$ cat src/rtl/pipe_hazard_ctrl.sv
// pipe_hazard_ctrl: load-use stall, branch flush and interrupt entry control for the 5-stage MIPS pipeline (option: PIPE_IRQ_SYNC_EN)
module pipe_hazard_ctrl #(
  parameter logic [31:0] VECTOR = 32'h8000_0004
) (
  input  logic        clk,
  input  logic        reset,
  input  logic        irq,
  input  logic        MemReadEX,
  input  logic [4:0]  rtaddrEX,
  input  logic [4:0]  rsaddrID,
  input  logic [4:0]  rtaddrID,
  input  logic        useRtID,
  input  logic        validID,
  input  logic        branchID,
  input  logic        jumpID,
  input  logic        eretID,
  input  logic [31:0] PCID,
  output logic        stallPC,
  output logic        stallIFID,
  output logic        flushIFID,
  output logic        bubbleIDEX,
  output logic        irq_take,
  output logic [31:0] vec_pc,
  output logic [31:0] epc,
  output logic        kernel,
  output logic [15:0] stall_cnt
);
  typedef enum logic [1:0] {S_RUN, S_WAIT, S_TAKE} state_t;
  state_t state, state_n;
  logic irq_i, hazard, takeable, eret_do;
`ifdef PIPE_IRQ_SYNC_EN
  logic [1:0] irq_sync;
  // two-flop synchronizer for the asynchronous interrupt level
  always_ff @(posedge clk or posedge reset)
    if (reset) irq_sync <= '0;
    else irq_sync <= {irq_sync[0], irq};
  assign irq_i = irq_sync[1];
`else
  assign irq_i = irq;
`endif
  assign hazard = MemReadEX && rtaddrEX != 5'd0 &&
                  (rtaddrEX == rsaddrID || (useRtID && rtaddrEX == rtaddrID));
  assign takeable = validID && !hazard && !branchID && !jumpID && !eretID;
  assign vec_pc = VECTOR;
  // next state and pipeline controls; TAKE and reset leave everything quiet
  always_comb begin
    state_n = state;
    stallPC = 1'b0;
    stallIFID = 1'b0;
    flushIFID = 1'b0;
    bubbleIDEX = 1'b0;
    irq_take = 1'b0;
    eret_do = 1'b0;
    if (!reset)
      case (state)
        S_RUN: begin
          stallPC = hazard;
          stallIFID = hazard;
          bubbleIDEX = hazard;
          flushIFID = (branchID || jumpID || eretID) && !hazard;
          eret_do = eretID && !hazard;
          state_n = (irq_i && !kernel) ? S_WAIT : S_RUN;
        end
        S_WAIT: begin
          stallPC = hazard;
          stallIFID = hazard;
          bubbleIDEX = hazard || takeable;
          irq_take = takeable;
          flushIFID = takeable || ((branchID || jumpID) && !hazard);
          state_n = takeable ? S_TAKE : S_WAIT;
        end
        default: state_n = S_RUN;
      endcase
  end
  // state, exception PC, kernel mode and saturating stall counter
  always_ff @(posedge clk or posedge reset)
    if (reset) begin
      state <= S_RUN;
      epc <= '0;
      kernel <= 1'b0;
      stall_cnt <= '0;
    end else begin
      state <= state_n;
      epc <= irq_take ? PCID : epc;
      kernel <= irq_take ? 1'b1 : eret_do ? 1'b0 : kernel;
      stall_cnt <= (stallPC && stall_cnt != 16'hFFFF) ? stall_cnt + 16'd1 : stall_cnt;
    end
endmodule
$ cat config.mk
export PLATFORM = sky130hd
export DESIGN_NAME = pipe_hazard_ctrl
export DESIGN_NICKNAME = d
export VERILOG_FILES = /design/src/rtl/pipe_hazard_ctrl.sv
export SDC_FILE = /design/constraint.sdc
export NUM_CORES = 1
export LEC_CHECK = 0
export BUFFER_PORTS_ARGS = -buffer_cell sky130_fd_sc_hd__buf_2
export CAP_MARGIN = 15
export CORE_MARGIN = 5
export CORE_UTILIZATION = 40
export CTS_CLUSTER_DIAMETER = 50
export DETAILED_ROUTE_END_ITERATION = 10
export GPL_ROUTABILITY_DRIVEN = 1
export PLACE_DENSITY = 0.77
export SLEW_MARGIN = 20
export SYNTH_ARGS = -nofsm -noshare
export SYNTH_HDL_FRONTEND = slang
export SYNTH_SLANG_ARGS = --single-unit
$ cat constraint.sdc
create_clock -name clk -period 1.67 [get_ports clk]
set_input_delay 0.2505 -clock clk [delete_from_list [all_inputs] [get_ports clk]]
set_output_delay 0.2505 -clock clk [all_outputs]
set_load 0.02 [all_outputs]
==> impl_results.md, run 1 <==
- PortBufs: between 100 and 150
- Placed cell areas: 3450 µm²
- Tcrit/Tclk final: 111%
- CP endpoint kind: primary output
- Cell Area, Synth: between 2000 and 3000 µm²
- Fmax: 0.539 GHz
- Ys Warns: 0
- Pleak: 2.29 nW
- Crit path required time: 1.42 ns
- Antenna Nets Post-Route: 0
- Root Buffer: clkbuf_8
- Post-synth ARST share: 100%
- Hold slack final: roughly 0.046 ns
- Failing checks: setup timing
- Slowest cell on crit path: or4_4
- Remaining DRCs: 0
- CTS H-tree lvls: 2
- Kind of critical path: primary input to primary output
- Non-filler cells, final: about 460
- Final hold vios: 0
- Slew @ Worst Pin: between 0.5 and 0.6 ns
- Routability Congestion: around 0.8
- Final min period: between 1.5 and 2 ns
- Clock buffer depth: 2
- Total die area: just over 8000 µm²
- Crit path cell chain: buf_8 > or4_4 > o21ai_4 > buf_6 > o21ai_4 > buf_12 > clkinv_4 > buf_6
- Total grt overflow: 0
- Cts-stage hold buffer count: 0
- Syn Inst Count: 222
- Die width: roughly 90 µm
- Syn avg cell area: between 10 and 15 µm²
- Crit-path max FO: 4
- Overall routing resource usage: 17.1%
- Post-place setup slack: -0.419 ns
- Row count: 29
- Pins Over Slew Limit: 0
- DR vias: roughly 2,200
- Area growth syn-to-layout: 62.8%
- VDD IR max: ~700 µV
- Height of the die: 90.3 µm
- Setup-failing EPs final: 36
- Clock sinks: between 50 and 60
- Number of antenna diodes: 0
- Initial antenna violation count: 0
- Largest net degree at the start of global routing: 43
- Sequential element share of the synthesized area: approximately 50%
- Core area: between 6000 and 7000 µm²
- Post-synth EDFFs: 0
- CP Launch Type: primary input
- RSZ-0062 raised after global routing: yes
- DRT Pass-1 Iters: 4
- Design area: between 4000 and 5000 µm²
- Number of global-route vias before repair: 2,296
- Ys flop type: dfrtp_1
- Post-DP HPWL: approximately 5200 µm
- Pwr Total: approximately 4 mW
- First-pass GRT wire length: 11,400 µm
- Hold WC Path Type: primary input to asynchronous set/reset pin
- Arrival @ worst endpoint: approximately 1.6 ns
- Layout Skew: 0.0118 ns
- Cts bufs inserted: 5
- Pwr Density: 981 nW/µm²
- CP peak stage delay: approximately 0.54 ns
- Slew headroom: around 64%
- CTS tree: done
- Max-capacitance violation count: 0
- Status: finished, violations left
- Wirelength per Cell: 16.7 µm
- Fin nets: 440
- Drt total wl: 7680 µm
- I/O pin count: between 100 and 150
- Via density: approximately 4.9
- Yosys reg bits: a little over 50
- Netlist cell types: 33
- Share of layout cells above drive strength 1: a little over three fifths
- Final worst slack: -0.184 ns
- Worst-Skew Late Latency: between 0.3 and 0.4 ns
- Clock-pin slew on the worst setup and hold paths: roughly 0.09 ns
- Inst Count DP: ~430
- Initial drt markers: 83
- Starting Density: between 40% and 50%
critical path, delay by kind of cell:
kind,cells,cell delay [ns]
and+or+nand+nor,1,0.54
AOI/OAI and AO/OA,2,0.29
buffers and inverters,5,0.52
registers in the layout, summed over array words and instances (netlist names):
signal	count
kernel	1
state	2
stall_cnt	16
epc	32
Yosys cell counts (all sizes together), types with 2 or more instances:
library cell  count  area share, %
nor4              9            2.2
o21ai             3           0.87
dfrtp            51             49
and3              2           0.49
nor3              9            1.7
inv               3           0.44
nand4             7            1.7
buf              38             11
conb              2           0.29
xnor2             2           0.68
mux2             33             15
xor2             23            7.8
nor2              8            1.2
and4              2           0.68
clkbuf            2           0.29
or2               2           0.49
nand2             5           0.73
a21oi             3           0.58
nand3             7            1.4
layout by cell type (no fill, tap or decap), types with 3 or more instances in the layout:
cell type	instances
clkbuf_8	5
nor2_1	5
nor3_1	3
nor2_4	3
mux2_4	29
buf_4	37
buf_12	5
nor4_4	7
nor3_2	4
nand3_1	6
buf_6	20
xor2_1	21
buf_2	98
nand2_1	4
nand4_1	7
mux2_2	4
dfrtp_1	49
a21oi_1	3
conb_1	32
power by group:
group	total, mW	internal [mW]	switching [mW]
Combinational	1.57	0.731	0.835
Clock	0.881	0.452	0.429
Sequential	1.67	1.51	0.159
Total	4.12	2.69	1.42
path summary, 6_finish.rpt:
kind                            endpoint          start  slack (ns)  depth (start not counted)
max                             irq_take    rtaddrEX[4]       -0.18                          8
min                         stall_cnt[4]          reset        0.05                          3
max reg2reg                 stall_cnt[1]   stall_cnt[1]       -0.11                          6
max in group asynchronous   stall_cnt[1]          reset        0.80                          4
min in group clk                 epc[13]       PCID[13]        0.16                          2
min reg2reg                stall_cnt[13]  stall_cnt[13]        0.51                          1
stage by stage:
stage               TNS [ns]  utilization, %
floorplan              -3.10               -
global placement      -16.30            54.7
detailed placement    -18.01            54.7
CTS                    -1.27            61.6
global route           -4.55            66.5
finish                 -3.18            66.5
layer usage:
| metal | GRT usage [%] | vias up | part of all wire [%] |
|---|---|---|---|
| met4 | 4.84 | 0 | 1.2 |
| met2 | 30.2 | 105 | 54 |
| met3 | 4.08 | 10 | 6.6 |
| met1 | 20.7 | 1105 | 39 |
| met5 | 0 | - | 0 |
| li1 | - | 1027 | - |
cell families after synthesis:
group	synth area share (%)
buffers and inverters	11.5
DFF	49.5
and+or+nand+nor	11.6
adders and majority gates	0.485
xor gates and xnor gates	8.49
muxes	14.6
AOI/OAI and AO/OA	3.59
other	0.291
what timing repair did:
| item | 4_1_cts | 5_1_grt |
|---|---|---|
| cloned | 2 | 1 |
| gates resized for setup | 36 | 46 |
| endpoints found under the hold margin | 0 | 0 |
| buffers inserted | 17 | 10 |
| pin swaps | 10 | 14 |
| endpoints found under the setup margin | 40 | 52 |
cell type report:
type	instances	area, µm²
fill	483	2120
clock inverter	3	46.3
clock buffer	5	68.8
inverter	3	20.0
tap	77	96.3
sequential	51	1280
multi-input combinational	158	1510
timing repair buffer	164	1180
Power figures use the tool's default switching activity.
==> run 2: changes to the inputs <==
--- a/config.mk
+++ b/config.mk
@@ -9,10 +9,10 @@
 export CAP_MARGIN = 15
 export CORE_MARGIN = 5
 export CORE_UTILIZATION = 40
-export CTS_CLUSTER_DIAMETER = 50
+export CTS_CLUSTER_DIAMETER = 30
 export DETAILED_ROUTE_END_ITERATION = 10
 export GPL_ROUTABILITY_DRIVEN = 1
-export PLACE_DENSITY = 0.77
+export PLACE_DENSITY = 0.72
 export SLEW_MARGIN = 20
 export SYNTH_ARGS = -nofsm -noshare
 export SYNTH_HDL_FRONTEND = slang
==> run 2 against run 1 <==
Compared with the run above: the run still ends with setup timing left; register-to-register slack got worse by 0.03 ns; non-clock buffer count did not move; sequential power is essentially flat; clock skew shrank 0.0038 ns; clock power shrank 4.0%; final area rose by 0.98%.
==> impl_results.md, run 2 (synthesized netlist as in run 1, its figures left out) <==
- Status: finished, violations left
- Failing checks: setup timing
- Hold Crit Endpoint: epc[29]
- CTS tree: done
- Drt total wl: between 7000 and 8000 µm
- Arrival @ worst endpoint: between 1.5 and 2 ns
- Hold slack final: approximately 0.17 ns
- Hold_sp: PCID[29]
- Inst Count DP: 430
- Root Buffer: clkbuf_8
- Clock buffer depth: 2
- Reg2reg setup slack: -0.14 ns
- Placed cell areas: between 3000 and 4000 µm²
- Final worst slack: -0.228 ns
- Remaining DRCs: 0
- Starting Density: around two fifths
- Pleak: ~2.3 nW
- I/O pin count: 142
- Overall routing resource usage: 17.0%
- Post-DP HPWL: 5110 µm
- Top reg by flops: epc
- Clock-pin slew on the worst setup and hold paths: 0.09 ns
- Top Registers: epc x32, stall_cnt x16, state x2
- Reg2reg start: stall_cnt[0]
- Design area: between 4000 and 5000 µm²
- Leading cell type in the layout, fill and taps excluded: buf_2
- Height of the die: approximately 90 µm
- Tcrit/Tclk final: 114%
- Row count: 29
- Area growth syn-to-layout: 64.4%
- Wirelength per Cell: approximately 16 µm
- Initial drt markers: between 50 and 60
- Fin nets: 440
- Number of antenna diodes: 0
- Layout Skew: ~0.008 ns
- Share of layout cells above drive strength 1: 64.2%
- Max reg flops: 32
- Crit-path max FO: 3
- First-pass GRT wire length: between 10,000 and 15,000 µm
- CP Launch Type: primary input
- Post-place setup slack: -0.425 ns
- Crit path required time: between 1 and 1.5 ns
- Core area: 6310 µm²
- Most frequent cells in the layout: 98 x buf_2, 49 x dfrtp_1, 36 x buf_4
- Number of global-route vias before repair: about 2,300
- Initial antenna violation count: 0
- Total die area: slightly above 8000 µm²
- CTS H-tree lvls: 2
- Pwr Total: a little over 4 mW
- Non-filler cells, final: between 400 and 500
- Fmax: around 0.53 GHz
- Clock sinks: about 50
- PortBufs: ~110
- Max-capacitance violation count: 0
- VDD IR max: around 650 µV
- Setup-failing EPs final: 29
- Cts bufs inserted: 5
- Die width: approximately 90 µm
- Kind of critical path: primary input to primary output
- Via density: about 4.8
- R2R Path End: stall_cnt[1]
- WHS Path Cells: 2
- Reg2reg path depth: 6
- Worst-Skew Late Latency: roughly 0.30 ns
- Total grt overflow: 0
- RSZ-0062 raised after global routing: yes
- CP endpoint kind: primary output
- Final hold vios: 0
- Pins Over Slew Limit: 0
- Routability Congestion: between 0.8 and 0.9
- Pwr Density: 956 nW/µm²
- Hold WC Path Type: primary input to flop
- Largest net degree at the start of global routing: 34
- Antenna Nets Post-Route: 0
- DRT Pass-1 Iters: 4
- Final min period: 1.90 ns
- DR vias: about 2,200
-- run 2: layout make-up --
class	instances	area [µm²]
clock buffers	5	68.8
clock inverters	2	37.5
fillers	485	2070
inverters	3	15.0
multi-input cells	158	1570
flip-flops and latches	51	1280
well taps	77	96.3
repair buffers	164	1180
-- run 2: worst max path at each step --
stage	from	depth (start not counted)	slack [ns]	to
floorplan	stall_cnt[1]	6	-0.16	stall_cnt[1]
global placement	rtaddrEX[2]	9	-0.36	flushIFID
detailed placement	rtaddrEX[2]	7	-0.42	epc[0]
CTS	rtaddrID[3]	8	-0.25	bubbleIDEX
global route	rtaddrID[2]	9	-0.26	flushIFID
finish	rtaddrID[2]	9	-0.23	flushIFID
-- run 2: where the power goes --
group          leakage (nW)  switching, mW  internal [mW]  total (mW)
Clock                0.0502          0.408          0.439       0.846
Combinational          1.61          0.809          0.724        1.53
Sequential            0.655          0.161           1.51        1.67
-- run 2: timing repair --
item,4_1_cts,5_1_grt
gates cloned,3,0
setup endpoints to repair,47,44
hold buffers,0,0
setup buffers,8,13
pin swaps,15,25
resized for setup,43,43
-- run 2: critical path: stages --
cell     delay (ns)
buf_6          0.10
xor2_2         0.17
nor4_2         0.30
a32oi_2        0.21
buf_4          0.19
buf_6          0.12
nor2_4         0.13
nor3_4         0.06
buf_6          0.13
-- run 2: per-layer routing --
metal / track usage [%] / vias up / share of wire (%)
met5: 0 / - / 0
met3: 4.17 / 7 / 6.7
met1: 21.0 / 1083 / 40
met4: 4.09 / 0 / 0.96
li1: - / 1031 / -
met2: 29.8 / 87 / 53
-- run 2: metrics by stage --
| step | utilization, % | setup TNS (ns) |
|---|---|---|
| after floorplan | - | -3.10 |
| after global placement | 55.2 | -16.63 |
| after detailed placement | 55.2 | -19.69 |
| after CTS | 62.4 | -2.93 |
| after global routing | 67.1 | -4.11 |
| final | 67.1 | -2.67 |
==> run 3: changes to the inputs <==
--- a/config.mk
+++ b/config.mk
@@ -5,7 +5,7 @@
 export SDC_FILE = /design/constraint.sdc
 export NUM_CORES = 1
 export LEC_CHECK = 0
-export BUFFER_PORTS_ARGS = -buffer_cell sky130_fd_sc_hd__buf_2
+export BUFFER_PORTS_ARGS = -buffer_cell sky130_fd_sc_hd__clkbuf_2
 export CAP_MARGIN = 15
 export CORE_MARGIN = 5
 export CORE_UTILIZATION = 40
==> constraint.sdc (replaced) <==
create_clock -name clk -period 1.67 [get_ports clk]
set_input_delay 0 -clock clk [delete_from_list [all_inputs] [get_ports clk]]
set_output_delay 0 -clock clk [all_outputs]
set_load 0.05 [all_outputs]
==> run 3 against run 2 <==
Compared with the run above: clock power decreased by 16%; register-to-register slack better by 0.07 ns; final cell count rose by 1.7%; first-iteration DRC count up 24%; non-clock buffer count increased by 7; the flow still finishes with violations (setup timing); largest power group is now combinational cells; critical endpoint is now stall_cnt[1]; largest cell class is now sequential cells; final area down 7.6%; core utilization fell by 5.1 points; clock skew rose by 0.0010 ns; die area unchanged; critical path depth fell by 3.
==> impl_results.md, run 3 (synthesized netlist as in run 1, its figures left out) <==
- Routability Congestion: around 0.86
- CTS tree: done
- Initial drt markers: 63
- Metal2 WL: 3700 µm
- Max-capacitance violation count: 0
- Final hold vios: 0
- Gate power share: about 47%
- CTS H-tree lvls: 2
- Fmax: 0.575 GHz
- Overall routing resource usage: 16.3%
- CP endpoint kind: flop
- Number of antenna diodes: 0
- Initial antenna violation count: 0
- Via density: approximately 4.7
- Pins Over Slew Limit: 0
- Tcrit/Tclk final: 104%
- Top Registers: epc x32, stall_cnt x16, state x2
- Remaining DRCs: 0
- Hold slack final: 0.0209 ns
- Clock sinks: 51
- I/O pin count: 142
- Reg2reg start: stall_cnt[1]
- Met1 WL: roughly 2500 µm
- Share of layout cells above drive strength 1: between 50% and 60%
- Psw: just over 2 mW
- Clock power share: 15.9%
- Max reg flops: 32
- Post-DP HPWL: 4820 µm
- Sequential power share: a little under two fifths
- Row count: 29
- Leading cell type in the layout, fill and taps excluded: clkbuf_2
- Clock buffer depth: 2
- Pwr Density: about 1100 nW/µm²
- Crit path required time: 1.85 ns
- Final worst slack: -0.0698 ns
- Total internal power: 2.44 mW
- Failing checks: setup timing
- Wirelength per Cell: between 10 and 15 µm
- Hold WC Path Type: primary input to flop
- Clock-pin slew on the worst setup and hold paths: ~0.090 ns
- VDD IR max: a little over 900 µV
- CP Launch Type: flop
- Top reg by flops: epc
- Core area: 6310 µm²
- Fin nets: 447
- Hold_sp: reset
- RSZ-0062 raised after global routing: yes
- Top Metal Used: met4
- First-pass GRT wire length: 11,200 µm
- Area growth syn-to-layout: 51.8%
- Root Buffer: clkbuf_8
- Worst-Skew Late Latency: 0.29 ns
- PortBufs: 109
- Met3 WL: ~550 µm
- Final min period: 1.74 ns
- Largest net degree at the start of global routing: 21
- Core Util, Final: between 60 and 70%
- Number of global-route vias before repair: 2,419
- Setup-failing EPs final: 2
- Total die area: between 8000 and 9000 µm²
- Crit-path max FO: 2
- Cts bufs inserted: 5
- DRT Pass-1 Iters: 4
- Layout Skew: roughly 0.0090 ns
- Crit path launch: stall_cnt[1]
- Antenna Nets Post-Route: 0
- Switching portion of total power: 45.5%
- Pleak: between 2 and 2.5 nW
- Starting Density: 40.8%
- Post-place setup slack: -0.0807 ns
- Pwr Total: ~4.5 mW
- Most frequent cells in the layout: 106 x clkbuf_2, 37 x dfrtp_1, 33 x dlygate4sd3_1
- Height of the die: between 90 and 100 µm
- Die width: 90.3 µm
- Kind of critical path: flop to flop
- Fillers: 500
- Total grt overflow: 0
- Status: finished, violations left
- DR vias: 2,208
- Arrival @ worst endpoint: about 1.9 ns
- Drt total wl: between 6000 and 7000 µm
-- run 3: cell types whose count changed in the layout (fill, tap and decap cells not counted), sizes merged --
cell,previous run,this run
bufinv,1,0
dlygate4sd3,0,33
inv,2,3
clkinvlp,2,0
buf,164,31
clkinv,0,1
clkbuf,5,114
-- run 3: area by class of cell --
type | instances | area, µm² | share of cell area [%]
Sequential cell | 51 | 1290 | 33.0
Multi-Input combinational cell | 158 | 1270 | 32.4
Timing Repair Buffer | 171 | 1150 | 29.4
Tap cell | 77 | 96.3 | 2.46
Clock buffer | 7 | 86.3 | 2.21
Inverter | 3 | 11.3 | 0.288
Clock inverter | 1 | 5.00 | 0.128
-- run 3: worst paths after layout --
| kind | cells past startpoint | endpoint | slack, ns |
|---|---|---|---|
| min in group asynchronous | 3 | state[0] | 0.33 |
| max | 6 | stall_cnt[1] | -0.07 |
| min | 3 | state[1] | 0.02 |
| min reg2reg | 1 | stall_cnt[10] | 0.48 |
| max in group asynchronous | 4 | stall_cnt[3] | 0.72 |
| max reg2reg | 6 | stall_cnt[1] | -0.07 |
-- run 3: layer usage --
metal  GRT usage [%]  vias up
met5               0        -
met4            3.35        0
met3            4.33        2
met2            30.4      102
met1            18.4     1060
li1                -     1044
-- run 3: what timing repair did --
action                     in CTS  in global routing
setup endpoints to repair       4                 13
resized for setup               5                 20
hold buffers                   33                  0
pin swaps                       0                  7
buffers inserted                2                  3
hold endpoints to repair       47                  0
-- run 3: power groups by stage --
stage | Clock [mW] | Sequential (mW) | Combinational, mW
finish | 0.710 | 1.66 | 2.11
global route | 0.794 | 1.69 | 2.22
CTS | 0.760 | 1.65 | 2.08
detailed placement | 0 | 1.68 | 2.01
global placement | 0 | 1.66 | 1.98
floorplan | 0 | 2.63 | 0.589
-- run 3: worst max-delay path: stages, from the launching register on --
cell      delay (ns)
dfrtp_2         0.44
ha_4            0.16
and3_4          0.17
nand4_1         0.11
o21bai_2        0.09
or3_4           0.35
mux2_4          0.31
-- run 3: stage by stage --
stage	std cells	TNS, ns	cell area, µm²
4_1_cts	465	-0.119	3800
3_5_place_dp	422	-1.43	3340
2_1_floorplan	252	-0.947	2760
3_3_place_gp	422	-0.391	3340
6_report	468	-0.0869	3920
5_1_grt	468	-0.234	3920
